===== src/rtl/turbo_rx_pkg.sv =====
// Shared constants, FSM encoding and the PB length legality check for the
// turbo_rx feeder path.
package turbo_rx_pkg;

  localparam int unsigned ADDR_W = 12;
  localparam int unsigned DATA_W = 2;

  localparam logic [ADDR_W-1:0] LEN_PB16  = 12'h040;
  localparam logic [ADDR_W-1:0] LEN_PB136 = 12'h220;

  typedef enum logic [1:0] {
    ST_IDLE = 2'd0,
    ST_LOAD = 2'd1,
    ST_KICK = 2'd2,
    ST_RUN  = 2'd3
  } state_e;

  // Only the two PHY block sizes turbo_rx understands are accepted.
  function automatic logic is_legal_len(input logic [ADDR_W-1:0] len);
    return (len == LEN_PB16) || (len == LEN_PB136);
  endfunction

endpackage


===== src/rtl/turbo_rx_pb_loader_if.sv =====
// Bundle of the soft-pair input stream, the PB configuration and the
// write/read-phase controls presented to turbo_rx.
interface turbo_rx_pb_loader_if;
  import turbo_rx_pkg::*;

  logic [DATA_W-1:0] s_data;
  logic              s_vld;
  logic              s_sop;
  logic              s_rdy;
  logic [ADDR_W-1:0] cfg_pb_len;
  logic [ADDR_W-1:0] cfg_pb_offset;
  logic              cfg_mode;

  logic [DATA_W-1:0] wdata;
  logic [ADDR_W-1:0] waddr;
  logic              wen;
  logic [ADDR_W-1:0] pb_offset;
  logic [ADDR_W-1:0] pb_len;
  logic              mod_int_dint;
  logic              start;
  logic              din_vld;
  logic              busy;
  logic              err_len;

  // Upstream source / observer side.
  modport master (
    output s_data, s_vld, s_sop, cfg_pb_len, cfg_pb_offset, cfg_mode,
    input  s_rdy, wdata, waddr, wen, pb_offset, pb_len, mod_int_dint,
           start, din_vld, busy, err_len
  );

  // Loader side.
  modport slave (
    input  s_data, s_vld, s_sop, cfg_pb_len, cfg_pb_offset, cfg_mode,
    output s_rdy, wdata, waddr, wen, pb_offset, pb_len, mod_int_dint,
           start, din_vld, busy, err_len
  );
endinterface


===== src/rtl/turbo_rx_addr_gen.sv =====
// Write-port stage: forms base + index (wrapping at the address width) and
// registers the memory write strobe, address and data.
module turbo_rx_addr_gen
  import turbo_rx_pkg::*;
(
  input  logic              clk,
  input  logic              n_rst,
  input  logic              wr_req,
  input  logic [ADDR_W-1:0] wr_base,
  input  logic [ADDR_W-1:0] wr_idx,
  input  logic [DATA_W-1:0] wr_data,
  output logic              wen,
  output logic [ADDR_W-1:0] waddr,
  output logic [DATA_W-1:0] wdata
);

  logic              wen_q,   wen_d;
  logic [ADDR_W-1:0] waddr_q, waddr_d;
  logic [DATA_W-1:0] wdata_q, wdata_d;

  // Next write: strobe follows the request; address/data only move on a write.
  always_comb begin
    wen_d   = wr_req;
    waddr_d = waddr_q;
    wdata_d = wdata_q;
    if (wr_req) begin
      // The sum is truncated to ADDR_W bits, which gives the silent FFF->000 wrap.
      waddr_d = wr_base + wr_idx;
      wdata_d = wr_data;
    end
  end

  // Output registers.
  always_ff @(posedge clk or negedge n_rst) begin
    if (!n_rst) begin
      // NOTE: the data/address registers are reset too (not just the strobe),
      // so every output is a defined 0 straight out of reset.
      wen_q   <= 1'b0;
      waddr_q <= '0;
      wdata_q <= '0;
    end else begin
      // NOTE: non-blocking assignments for all state, so each flop samples
      // the pre-edge value of every other flop.
      wen_q   <= wen_d;
      waddr_q <= waddr_d;
      wdata_q <= wdata_d;
    end
  end

  assign wen   = wen_q;
  assign waddr = waddr_q;
  assign wdata = wdata_q;

endmodule


===== src/rtl/turbo_rx_pb_loader.sv =====
// Loads one PHY block of soft pairs into turbo_rx's interleaver memory, then
// kicks the read phase and holds din_vld for pb_len/4 cycles.
module turbo_rx_pb_loader
  import turbo_rx_pkg::*;
(
  input  logic                 clk,
  input  logic                 n_rst,
  turbo_rx_pb_loader_if.slave  bus
);

  state_e            state_q,     state_d;
  logic [ADDR_W-1:0] idx_q,       idx_d;
  logic [ADDR_W-1:0] run_cnt_q,   run_cnt_d;
  logic [ADDR_W-1:0] pb_len_q,    pb_len_d;
  logic [ADDR_W-1:0] pb_offset_q, pb_offset_d;
  logic              mode_q,      mode_d;
  logic              s_rdy_q,     s_rdy_d;
  logic              start_q,     start_d;
  logic              din_vld_q,   din_vld_d;
  logic              busy_q,      busy_d;
  logic              err_len_q,   err_len_d;

  logic              wr_req;
  logic [ADDR_W-1:0] wr_base;
  logic [ADDR_W-1:0] wr_idx;

  logic accept;
  logic sop_acc;

  assign accept  = bus.s_vld & s_rdy_q;
  assign sop_acc = accept & bus.s_sop;

  // FSM next-state, counters, latched configuration and write requests.
  always_comb begin
    // NOTE: every signal assigned here gets a default first, so no path
    // through the case can leave one unassigned and infer a latch.
    state_d     = state_q;
    idx_d       = idx_q;
    run_cnt_d   = run_cnt_q;
    pb_len_d    = pb_len_q;
    pb_offset_d = pb_offset_q;
    mode_d      = mode_q;
    start_d     = 1'b0;
    din_vld_d   = 1'b0;
    err_len_d   = 1'b0;
    wr_req      = 1'b0;
    wr_base     = pb_offset_q;
    wr_idx      = idx_q;

    case (state_q)
      // A start-of-PB behaves identically in IDLE and LOAD; in LOAD it
      // silently abandons the partially written block.
      ST_IDLE, ST_LOAD: begin
        if (sop_acc) begin
          if (is_legal_len(bus.cfg_pb_len)) begin
            pb_len_d    = bus.cfg_pb_len;
            pb_offset_d = bus.cfg_pb_offset;
            mode_d      = bus.cfg_mode;
            wr_req      = 1'b1;
            wr_base     = bus.cfg_pb_offset;
            wr_idx      = '0;
            idx_d       = ADDR_W'(1);
            state_d     = ST_LOAD;
          end else begin
            err_len_d = 1'b1;
            idx_d     = '0;
            state_d   = ST_IDLE;
          end
        end else if (accept && (state_q == ST_LOAD)) begin
          wr_req = 1'b1;
          if (idx_q == pb_len_q - ADDR_W'(1)) begin
            idx_d   = '0;
            state_d = ST_KICK;
          end else begin
            idx_d = idx_q + ADDR_W'(1);
          end
        end
      end
      // The last write is on the bus now; start/din_vld follow it by one cycle.
      ST_KICK: begin
        start_d   = 1'b1;
        din_vld_d = 1'b1;
        run_cnt_d = ADDR_W'(1);
        state_d   = ST_RUN;
      end
      // The KICK cycle counts as the first of the pb_len/4 read cycles.
      ST_RUN: begin
        if (run_cnt_q == (pb_len_q >> 2)) begin
          run_cnt_d = '0;
          state_d   = ST_IDLE;
        end else begin
          din_vld_d = 1'b1;
          run_cnt_d = run_cnt_q + ADDR_W'(1);
        end
      end
      default: state_d = ST_IDLE;
    endcase

    s_rdy_d = (state_d == ST_IDLE) || (state_d == ST_LOAD);
    busy_d  = (state_d != ST_IDLE);
  end

  // State, counters and registered outputs.
  always_ff @(posedge clk or negedge n_rst) begin
    if (!n_rst) begin
      state_q     <= ST_IDLE;
      idx_q       <= '0;
      run_cnt_q   <= '0;
      pb_len_q    <= '0;
      pb_offset_q <= '0;
      mode_q      <= 1'b0;
      s_rdy_q     <= 1'b0;
      start_q     <= 1'b0;
      din_vld_q   <= 1'b0;
      busy_q      <= 1'b0;
      err_len_q   <= 1'b0;
    end else begin
      state_q     <= state_d;
      idx_q       <= idx_d;
      run_cnt_q   <= run_cnt_d;
      pb_len_q    <= pb_len_d;
      pb_offset_q <= pb_offset_d;
      mode_q      <= mode_d;
      s_rdy_q     <= s_rdy_d;
      start_q     <= start_d;
      din_vld_q   <= din_vld_d;
      busy_q      <= busy_d;
      err_len_q   <= err_len_d;
    end
  end

  turbo_rx_addr_gen u_addr_gen (
    .clk     (clk),
    .n_rst   (n_rst),
    .wr_req  (wr_req),
    .wr_base (wr_base),
    .wr_idx  (wr_idx),
    .wr_data (bus.s_data),
    .wen     (bus.wen),
    .waddr   (bus.waddr),
    .wdata   (bus.wdata)
  );

  assign bus.s_rdy        = s_rdy_q;
  assign bus.pb_offset    = pb_offset_q;
  assign bus.pb_len       = pb_len_q;
  assign bus.mod_int_dint = mode_q;
  assign bus.start        = start_q;
  assign bus.din_vld      = din_vld_q;
  assign bus.busy         = busy_q;
  assign bus.err_len      = err_len_q;

endmodule


===== src/flat_wrapper.sv =====
// flat-port wrapper written by rule: the top's interface ports become plain ports
module turbo_rx_pb_loader_flat import turbo_rx_pkg::*;
  (clk, n_rst, bus_s_data, bus_s_vld, bus_s_sop, bus_cfg_pb_len, bus_cfg_pb_offset, bus_cfg_mode, bus_s_rdy, bus_wdata, bus_waddr, bus_wen, bus_pb_offset, bus_pb_len, bus_mod_int_dint, bus_start, bus_din_vld, bus_busy, bus_err_len);
  turbo_rx_pb_loader_if bus_i ();
  input  logic clk;
  input  logic n_rst;
  input wire logic [$bits(bus_i.s_data)-1:0] bus_s_data;
  input wire logic [$bits(bus_i.s_vld)-1:0] bus_s_vld;
  input wire logic [$bits(bus_i.s_sop)-1:0] bus_s_sop;
  input wire logic [$bits(bus_i.cfg_pb_len)-1:0] bus_cfg_pb_len;
  input wire logic [$bits(bus_i.cfg_pb_offset)-1:0] bus_cfg_pb_offset;
  input wire logic [$bits(bus_i.cfg_mode)-1:0] bus_cfg_mode;
  output wire logic [$bits(bus_i.s_rdy)-1:0] bus_s_rdy;
  output wire logic [$bits(bus_i.wdata)-1:0] bus_wdata;
  output wire logic [$bits(bus_i.waddr)-1:0] bus_waddr;
  output wire logic [$bits(bus_i.wen)-1:0] bus_wen;
  output wire logic [$bits(bus_i.pb_offset)-1:0] bus_pb_offset;
  output wire logic [$bits(bus_i.pb_len)-1:0] bus_pb_len;
  output wire logic [$bits(bus_i.mod_int_dint)-1:0] bus_mod_int_dint;
  output wire logic [$bits(bus_i.start)-1:0] bus_start;
  output wire logic [$bits(bus_i.din_vld)-1:0] bus_din_vld;
  output wire logic [$bits(bus_i.busy)-1:0] bus_busy;
  output wire logic [$bits(bus_i.err_len)-1:0] bus_err_len;
  assign bus_i.s_data = bus_s_data;
  assign bus_i.s_vld = bus_s_vld;
  assign bus_i.s_sop = bus_s_sop;
  assign bus_i.cfg_pb_len = bus_cfg_pb_len;
  assign bus_i.cfg_pb_offset = bus_cfg_pb_offset;
  assign bus_i.cfg_mode = bus_cfg_mode;
  assign bus_s_rdy = bus_i.s_rdy;
  assign bus_wdata = bus_i.wdata;
  assign bus_waddr = bus_i.waddr;
  assign bus_wen = bus_i.wen;
  assign bus_pb_offset = bus_i.pb_offset;
  assign bus_pb_len = bus_i.pb_len;
  assign bus_mod_int_dint = bus_i.mod_int_dint;
  assign bus_start = bus_i.start;
  assign bus_din_vld = bus_i.din_vld;
  assign bus_busy = bus_i.busy;
  assign bus_err_len = bus_i.err_len;
  turbo_rx_pb_loader u_core (.clk(clk), .n_rst(n_rst), .bus(bus_i));
endmodule

===== config.mk =====
export PLATFORM = sky130hd
export DESIGN_NAME = turbo_rx_pb_loader_flat
export DESIGN_NICKNAME = d
export VERILOG_FILES = /design/src/rtl/turbo_rx_pkg.sv /design/src/rtl/turbo_rx_pb_loader_if.sv /design/src/rtl/turbo_rx_addr_gen.sv /design/src/rtl/turbo_rx_pb_loader.sv /design/src/flat_wrapper.sv
export SDC_FILE = /design/constraint.sdc
export NUM_CORES = 1
export LEC_CHECK = 0
export BUFFER_PORTS_ARGS = -buffer_cell sky130_fd_sc_hd__clkbuf_2
export CAP_MARGIN = 0
export CORE_MARGIN = 2
export CORE_UTILIZATION = 56
export CTS_CLUSTER_SIZE = 14
export DETAILED_ROUTE_END_ITERATION = 10
export PLACE_DENSITY = 0.8
export REMOVE_ABC_BUFFERS = 1
export SYNTH_ARGS = -nofsm -noshare
export SYNTH_HDL_FRONTEND = slang
export SYNTH_HIERARCHICAL = 1
export SYNTH_SLANG_ARGS = --single-unit

===== constraint.sdc =====
create_clock -name clk -period 4.1 [get_ports clk]
set_clock_uncertainty 0.05 [all_clocks]
set_input_delay 0.615 -clock clk [delete_from_list [all_inputs] [get_ports clk]]
set_output_delay 0.615 -clock clk [all_outputs]
set_load 0.02 [all_outputs]

==> flow_summary.rst <==
.. list-table::
   :header-rows: 1

   * - Metric
     - Value
   * - Final hold violations
     - 0
   * - Length in cells of the worst reg-to-reg path
     - 8
   * - Peak Freq
     - 0.281 GHz
   * - Number of diodes added for antenna fixing
     - 0
   * - Kind of launch point of the worst setup path
     - input port
   * - First-pass iteration count of the detailed router
     - 4
   * - Count of nets after finishing
     - between 500 and 600
   * - Register Area
     - ~1800 um^2
   * - Hold Buf Count CTS
     - 0
   * - Cells after synthesis
     - 425
   * - Synth Register Bits
     - approximately 70
   * - Clock tree from TritonCTS
     - done
   * - Total area of multi-input combinational cells
     - 2310 um^2
   * - Number of inserted filler cells in the final layout
     - 605
   * - DPL Wire Length
     - roughly 7100 um
   * - Global-route wire length before repair
     - 16800 um
   * - Overall power of the completed layout
     - about 0.0014 W
   * - Number of global-route vias before repair
     - ~3500
   * - Unrepaired setup endpoints after global routing
     - false
   * - Post-route DRC
     - 0
   * - Via Count
     - 3545
   * - Post-route antenna net violation count
     - 0
   * - Core region area
     - approximately 7300 um^2
   * - Root Buffer Master
     - clkbuf_8
   * - Type of the tightest min-delay check
     - in -> async
   * - Average routed wire per standard cell
     - ~16 um
   * - Cell types with the largest area share after synthesis
     - dfrtp_1 (42%), xnor2_1 (6.4%), mux2_2 (5.3%)
   * - Area fraction of the dominant cell type after synthesis
     - 0.417
   * - # port buffers
     - 75
   * - Die W
     - 91.2 um
   * - Global placer's final weighted congestion
     - between 0.8 and 0.9
   * - Clock buffer count from CTS
     - 9
   * - Share of synthesized area occupied by flip-flops and latches
     - 0.417
   * - Number of rows in the core area
     - 31
   * - Cell area power density
     - 282 nW/um^2
   * - Netlist area before placement
     - approximately 4300 um^2
   * - Result of the run
     - finished, final reports clean
   * - Initial core utilization
     - 0.584
   * - Area of all placed cells without fillers
     - 4900 um^2
   * - H-tree Lvls
     - 3
   * - Initial antenna violation count
     - 0
   * - Critical path capture point type
     - flip-flop
   * - Arrival @ worst endpoint
     - 3.74 ns
   * - Number of max-cap violations
     - 0
   * - Worst path setup slack after routing
     - between 0.5 and 0.6 ns
   * - Final number of setup-violating endpoints
     - 0
   * - Cell leakage power
     - 2.39 nW
   * - Top flip-flop cell by instance count after synthesis
     - dfrtp_1
   * - Most common library cell in the layout ignoring fill and taps
     - clkbuf_2
   * - Post-CTS sizing
     - 0
   * - Critical path peak fanout
     - 22
   * - Detailed Route Iter0 Violations
     - 315
   * - Count of pins on the block boundary
     - 76
   * - GRT Util Overall
     - 0.248
   * - Global-route congestion overflow total
     - 0
   * - Share of cells above drive strength 1
     - 0.275
   * - Buffer depth of the longest clock path
     - 2
   * - Clock insertion delay at the later pin of the skew report
     - 0.35 ns
   * - Die extent in y
     - ~91 um
   * - Final wirelength
     - 9770 um
   * - Required time at the worst-slack endpoint
     - 4.29 ns
   * - Number of sinks on the clock net
     - 71
   * - Leading area contributor after synthesis
     - dfrtp_1
   * - Yosys warns
     - 6
   * - Max IR drop VDD
     - 0.180 mV
   * - Count of cell types in the netlist
     - 64
   * - Number of enable flip-flop cells after synthesis
     - 0
   * - Worst-path clk slew
     - ~0.080 ns
   * - Area after detailed placement
     - 4700 um^2
   * - Final count of pins violating max slew
     - 0
   * - Worst Setup Path Type
     - in -> reg
   * - Post-CTS Setup Bufs
     - 0
   * - Most frequent cells in the layout
     - clkbuf_2 (74), dfrtp_1 (71), xnor2_1 (31), nor2b_1 (24), o21ai_0 (22)
   * - Fraction of registers with async set or reset after synthesis
     - 1.00
   * - Tcrit/Tclk final
     - 0.867
   * - Total die area
     - around 8300 um^2
   * - Largest net degree at the start of global routing
     - 46
   * - Time the final worst path needs with I/O delays and setup
     - 3.56 ns
   * - Transition time at the pin with the least slew margin
     - just under 1 ns
   * - Growth of design area from synthesis to finish
     - 15.0%
   * - Relative max-transition margin
     - 0.344
   * - Setup slack at placement
     - 0.208 ns
   * - Vias per Instance
     - roughly 5.9
   * - Mean area per synthesized cell
     - 10.0 um^2
-- metal layers --
metal  vias up  part of all wire  global-route usage
li1       1677                 -                   -
met1      1726              0.45               0.348
met2       126              0.48               0.401
met3        16             0.055              0.0390
met4         0             0.015              0.0694
met5         -                 0                   0
-- Yosys cell counts, drive strengths merged (8+ instances only) --
library cell,count
nand4,12
nor3b,9
o21ai,22
mux2,20
a21o,13
nor3,11
dfrtp,71
clkbuf,15
nand2,17
o21bai,8
ha,14
a21oi,15
nand3,12
buf,9
nor2b,24
xnor2,31
inv,19
and3,14
nor2,16
-- sequential cells by signal, indices dropped and copies added (netlist names), 2 cells and up --
name and count:
u_core/idx_q 12, u_core/u_addr_gen/wdata 2, u_core/u_addr_gen/waddr 12, u_core/run_cnt_q 12, u_core/bus.pb_offset 12, u_core/bus.pb_len 12, u_core/state_q 2
-- final cells by class --
class                   instances  share of cell area
flip-flops and latches         71               0.363
clock buffers                   9              0.0253
clock inverters                 7              0.0151
well taps                      99              0.0253
repair buffers                 81              0.0859
multi-input cells             311               0.471
inverters                      19              0.0146
-- through the flow --
step,instances,util,hold WS [ns],setup TNS (ns)
final,597,0.671,0.363,0
after global routing,597,0.671,0.436,0
after CTS,597,0.671,0.403,0
after detailed placement,581,0.644,0.447,0
after global placement,581,0.644,0.439,0
after floorplan,401,-,0.269,-16.29
-- path summary, 6_finish.rpt --
path / start / end / slack [ns]
min in group clk: bus_cfg_mode / u_core/bus.mod_int_dint / 0.45
min: n_rst / u_core/bus.start / 0.36
max in group asynchronous: n_rst / u_core/bus.pb_len[9] / 2.72
max: bus_cfg_pb_len[7] / u_core/u_addr_gen/waddr[5] / 0.54
max reg2reg: u_core/state_q[1] / u_core/u_addr_gen/waddr[5] / 0.83
min reg2reg: u_core/bus.mod_int_dint / u_core/bus.mod_int_dint / 0.46
-- power breakdown --
part	total (W)	switching, W	internal (W)	leakage, nW
Clock	0.000560	0.000278	0.000282	0.0992
Combinational	0.0000972	0.0000575	0.0000397	1.34
Sequential	0.000723	0.0000105	0.000713	0.955
Total	0.00138	0.000346	0.00103	2.39
-- cells by family (layout without fill, tap and decap cells) --
kind of cell,count (synthesis),after routing,share of synthesized area
flip-flops,71,71,0.417
adder cells (fa/ha/maj),15,15,0.0458
multiplexers,21,21,0.0552
buffers and inverters,43,116,0.0435
XOR/XNOR,36,36,0.0740
AND/OR/NAND/NOR,138,138,0.187
AO/OA/AOI/OAI,101,101,0.177
-- critical path, stage by stage --
cell and delay [ns]:
clkbuf_2 0.08, nor4_1 0.30, o2111ai_1 0.34, nor3b_2 0.36, buf_4 0.33, mux2_2 0.38, ha_1 0.39, o211ai_1 0.31
o21ai_0 0.18, xor2_1 0.17, mux2_2 0.27
Power figures use the tool's default switching activity.
